[config.mk]
export PLATFORM = sky130hd
export DESIGN_NAME = out_capture_serializer
export DESIGN_NICKNAME = d
export VERILOG_FILES = /design/src/rtl/out_capture_serializer.sv
export SDC_FILE = /design/constraint.sdc
export NUM_CORES = 1
export LEC_CHECK = 0
export CAP_MARGIN = 10
export CORE_MARGIN = 4
export CORE_UTILIZATION = 45
export CTS_CLUSTER_SIZE = 16
export DETAILED_ROUTE_END_ITERATION = 12
export GPL_TIMING_DRIVEN = 1
export SLEW_MARGIN = 10
export SYNTH_ARGS = -nofsm -noshare
export SYNTH_HDL_FRONTEND = slang
export SYNTH_SLANG_ARGS = --single-unit
[constraint.sdc]
create_clock -name clk -period 27.4 [get_ports clk]
set_input_delay 2.74 -clock clk [delete_from_list [all_inputs] [get_ports clk]]
set_output_delay 2.74 -clock clk [all_outputs]
set_load 0.01 [all_outputs]
[src/rtl/out_capture_serializer.sv]
// Capture FIFO and serializer. Each captured output word is tagged with a free-running
// cycle count, then streamed out as one header chunk followed by the data chunks.
module out_capture_serializer #(
  parameter int          OUT_W   = 330,
  parameter int          CHUNK_W = 32,
  parameter int          DEPTH   = 4,
  parameter logic [31:0] CNT_RST = '0
) (
  input  logic               clk,
  input  logic               rst_n,
  input  logic               cap_valid,
  input  logic [OUT_W-1:0]   cap_data,
  output logic               m_valid,
  input  logic               m_ready,
  output logic [CHUNK_W-1:0] m_data,
  output logic               m_last,
  output logic               overflow,
  output logic [15:0]        drop_cnt
);
  // state | meaning
  // IDLE  | nothing in flight, waiting for the FIFO to become non-empty
  // HDR   | presenting chunk 0 (cycle-count tag) of the head entry
  // DATA  | presenting data chunks 1..NCH-1 of the head entry
  localparam int NCH   = 1 + (OUT_W + CHUNK_W - 1) / CHUNK_W;
  localparam int IDX_W = $clog2(NCH);
  localparam int PTR_W = $clog2(DEPTH);
  localparam int ENT_W = 32 + OUT_W;
  localparam int PAD_W = (NCH - 1) * CHUNK_W;
  localparam logic [IDX_W-1:0] LAST_IDX = IDX_W'(NCH - 1);

  typedef enum logic [1:0] {IDLE, HDR, DATA} state_t;

  state_t             state_q, state_d;
  logic [IDX_W-1:0]   idx_q, idx_d;
  logic [31:0]        cnt_q;
  logic [PTR_W-1:0]   wr_ptr_q, rd_ptr_q;
  logic [PTR_W:0]     count_q, count_d;
  logic               overflow_q;
  logic [15:0]        drop_q;
  logic [ENT_W-1:0]   mem_q [DEPTH];

  logic               full, empty, hs, pop, push, drop;
  logic [ENT_W-1:0]   head;
  logic [NCH*CHUNK_W-1:0] rec;

  assign full    = (count_q == (PTR_W+1)'(DEPTH));
  assign empty   = (count_q == '0);
  assign m_valid = (state_q != IDLE);
  assign hs      = m_valid && m_ready;
  assign pop     = hs && (state_q == DATA) && (idx_q == LAST_IDX);
  // A full FIFO still accepts when the head leaves on the same edge.
  assign push    = cap_valid && (!full || pop);
  assign drop    = cap_valid && !push;
  assign count_d = count_q + (PTR_W+1)'(push) - (PTR_W+1)'(pop);

  assign head = mem_q[rd_ptr_q];
  assign rec  = {PAD_W'(head[OUT_W-1:0]), CHUNK_W'(head[ENT_W-1:OUT_W])};

  assign overflow = overflow_q;
  assign drop_cnt = drop_q;

  always_comb begin
    m_data = '0;
    m_last = 1'b0;
    if (m_valid) begin
      m_data = rec[int'(idx_q)*CHUNK_W +: CHUNK_W];
      m_last = (idx_q == LAST_IDX);
    end
  end

  always_comb begin
    state_d = state_q;
    idx_d   = idx_q;
    case (state_q)
      IDLE: if (!empty) state_d = HDR;
      HDR: begin
        if (hs) begin
          state_d = DATA;
          idx_d   = IDX_W'(1);
        end
      end
      DATA: begin
        if (hs) begin
          if (idx_q == LAST_IDX) begin
            idx_d   = '0;
            state_d = (count_d != '0) ? HDR : IDLE;
          end else begin
            idx_d = idx_q + IDX_W'(1);
          end
        end
      end
      default: state_d = IDLE;
    endcase
  end

  always_ff @(posedge clk or negedge rst_n) begin
    if (!rst_n) begin
      state_q    <= IDLE;
      idx_q      <= '0;
      cnt_q      <= CNT_RST;
      wr_ptr_q   <= '0;
      rd_ptr_q   <= '0;
      count_q    <= '0;
      overflow_q <= 1'b0;
      drop_q     <= '0;
    end else begin
      state_q <= state_d;
      idx_q   <= idx_d;
      cnt_q   <= cnt_q + 32'd1;
      count_q <= count_d;
      if (push) wr_ptr_q <= wr_ptr_q + PTR_W'(1);
      if (pop)  rd_ptr_q <= rd_ptr_q + PTR_W'(1);
      if (drop) begin
        overflow_q <= 1'b1;
        if (drop_q != 16'hFFFF) drop_q <= drop_q + 16'd1;
      end
    end
  end

  always_ff @(posedge clk) begin
    if (push) mem_q[wr_ptr_q] <= {cnt_q, cap_data};
  end

endmodule
==> flow_metrics.tcl <==
set metrics [dict create \
    grt_setup_unrepaired "false" \
    synth_area_um2 58130 \
    crit_path_top_delay_cell "buf_4" \
    ant_nets 0 \
    hold_class "register to register" \
    synthArstFlopShare_pct 4.106 \
    area_growth_pct 18.43 \
    p_int_w 0.004835 \
    cp_cell_sequence "buf_4, buf_4, buf_4, mux4_2, nor2_1, a2111oi_0, a211oi_1, o31ai_1, clkdlybuf4s50_1" \
    slowest_delay_ns 0.91 \
    worst_slew_margin_rel_pct 20.92 \
    fp-row-count 131 \
    detail_route.wl_per_cell_um 28.91 \
    die_h_um 367.4 \
    dr.pass1.iters 5 \
    final_common_cell "edfxtp_1" \
    routed_wl_mm 145.3 \
    io-pin-count 385 \
    syn-num-nets 3048 \
    crit_arrival_ns 6.01 \
    switchingPower_w 0.001971 \
    drive_above_1_share_pct 17.95 \
    drv_slew 0 \
    vias 28669 \
    cp-end-kind "output port" \
    cts_tree "yes" \
    cts.clk_slew.worst_paths_ns 0.06 \
    cts_resized 0 \
    finalHoldViolations 0 \
    ys_ff_latch 1510 \
    grt_antenna_before_repair 50 \
    grt_first_pass_wirelength_mm 211.8 \
    hpwl_mm 89.51 \
    grt_pass1_vias 30344 \
    final_cell_mix "1448 x edfxtp_1, 383 x clkdlybuf4s50_1, 298 x mux4_2" \
    p_clk_share_pct 30.1 \
    peakVddDrop_v 0.00007363 \
    die_w_um 367.4 \
    synth_area_per_cell_um2 21.50 \
    p_total_w 0.006807 \
    fill_cells 9788 \
    drv_cap 0 \
    combPwrFrac_pct 23.3 \
    holdBufCountCts 0 \
    grt_max_degree 153 \
    dpl-instance-area_um2 63800 \
    cts_buffers 157 \
    setup_violations 0 \
    p_leak_nw 21.35 \
    gp_congestion 0.7990 \
    grt_overflow 0 \
    tightest_slew_ns 1.186 \
    core_area_um2 128000 \
    seq_power_share_pct 46.7 \
    min_period_over_period_pct 31.94 \
    cellPowerDensity_nw_per_um2 98.88 \
    clockRootBuffer "clkbuf_16" \
    yosysWarnings 0 \
    clockBufferDepth 3 \
    postLayoutCellArea_um2 68840 \
    drt_iter0_markers 2299 \
    final_util_pct 53.78 \
    vias_per_cell 5.706 \
    outcome "complete, no violations" \
    cp_max_fo 61 \
    clock-skew-final_ns 0.03359 \
    post_cts_buffers 0 \
    port_buffers 384 \
    path_class "register to output port" \
    clock_sinks 1510 \
    drc_errors 0 \
    htreeDepth 4 \
    yosys_most_used_dff "edfxtp_1" \
    clk-insertion-delay-late_ns 0.77 \
    critPathRequiredTime_ns 24.66 \
    max_clock_freq_ghz 0.1143 \
    tns_ns 0 \
    yosysSeqAreaShare_pct 77.47 \
    switching_share_pct 28.96 \
    start_kind "register" \
    grt_usage_pct 21.54 \
    die_area_um2 135000 \
    min_period_ns 8.752 \
    start_util_pct 45.41 \
    synth_edf_count 1448 \
    synth_cells 2704 \
    cpMostUsedCell "buf_4" \
    final_nets 3489 \
    synth_cell_type_count 58 \
]
-- critical path, delay by kind of cell (launching register included) --
kind / cells / cell delay [ns]
buf+inv: 4 / 3.06
flops: 1 / 0.81
compound gates: 3 / 0.80
mux: 1 / 0.36
simple gates: 1 / 0.05
-- worst paths after layout --
path	slack, ns	startpoint	depth (start not counted)	to
hold reg to reg	0.48	overflow	1	overflow
max in group asynchronous	24.54	rst_n	2	rd_ptr_q[0]
setup reg to reg	21.16	idx_q[0]	8	mem_q[3][192]
min in group asynchronous	2.15	rst_n	2	drop_cnt[2]
setup / recovery	18.65	rd_ptr_q[1]	9	m_data[8]
hold / removal	0.48	overflow	1	overflow
-- stage by stage --
| step | setup WS (ns) | hold slack, ns | cells |
|---|---|---|---|
| after global routing | 18.29 | 0.4935 | 5003 |
| after floorplan | 14.88 | 0.4760 | 2704 |
| after CTS | 18.51 | 0.4817 | 5000 |
| after global placement | 19.32 | 0.4532 | 4714 |
| after detailed placement | 19.31 | 0.4643 | 4715 |
| final | 18.65 | 0.4814 | 5024 |
-- flip-flops by register name (all words and copies together) (netlist names) --
name	flops
cnt_q	32
overflow	1
mem_q	1448
count_q	3
rd_ptr_q	2
drop_cnt	16
wr_ptr_q	2
state_q	2
idx_q	4
-- power by group through the flow --
stage                     sequential, W  combinational (W)  clock (W)
after CTS                       0.00318            0.00163    0.00209
after global placement          0.00320            0.00161          0
after floorplan                 0.00332           0.000981          0
after global routing            0.00321            0.00169    0.00220
after detailed placement        0.00323            0.00162          0
final                           0.00318            0.00158    0.00205
-- layout make-up --
type                       instances  area (um^2)  area share, %
clock buffer                     201         4239          6.158
sequential                      1510        45050          65.45
tap                             1729         2163          3.143
timing repair buffer             428         4264          6.194
inverter                          13        48.80        0.07089
antenna                           24        60.06        0.08724
clock inverter                    84        740.7          1.076
multi-input combinational       1035        12270          17.83
-- cell usage after synthesis, types with 12 or more instances --
cell type | instances | share of area (%)
inv_1 | 13 | 0.084
nand2_1 | 65 | 0.42
o22ai_1 | 32 | 0.34
nand3_1 | 21 | 0.18
mux2i_1 | 189 | 3.3
nor2_1 | 28 | 0.18
buf_2 | 59 | 0.51
buf_6 | 19 | 0.37
mux4_2 | 298 | 12
buf_4 | 15 | 0.19
edfxtp_1 | 1448 | 75
dfrtp_1 | 62 | 2.7
and3_1 | 12 | 0.13
a32o_1 | 18 | 0.31
o221ai_1 | 32 | 0.48
nor2b_1 | 26 | 0.28
xnor2_1 | 32 | 0.48
a21oi_1 | 50 | 0.43
o21ai_0 | 46 | 0.40
a22oi_1 | 20 | 0.26
a211oi_1 | 39 | 0.50
xor2_1 | 16 | 0.24
clkbuf_1 | 45 | 0.29
-- kinds of logic (layout without fill, tap and decap cells) --
| group | count (synthesis) | in the layout | share of synthesized area [%] |
|---|---|---|---|
| flip-flops | 1510 | 1510 | 77.47 |
| multiplexers | 491 | 491 | 14.88 |
| AO/OA/AOI/OAI | 286 | 286 | 3.407 |
| AND/OR/NAND/NOR | 199 | 199 | 1.735 |
| buffers and inverters | 159 | 726 | 1.515 |
| XOR/XNOR | 49 | 49 | 0.7641 |
| adder cells (fa/ha/maj) | 10 | 10 | 0.2282 |
| other | 0 | 24 | 0 |
-- layer usage --
layer  global-route usage (%)  vias to the layer above  routed length (um)  share of wire (%)
li1                         -                    12260                   -                  -
met1                    28.22                    15260               58930                 41
met2                    36.04                      913               73170                 50
met3                    6.112                      210               10330                7.1
met4                    4.838                       26                2649                1.8
met5                        0                        -                 181               0.12
Power figures use the tool's default switching activity.
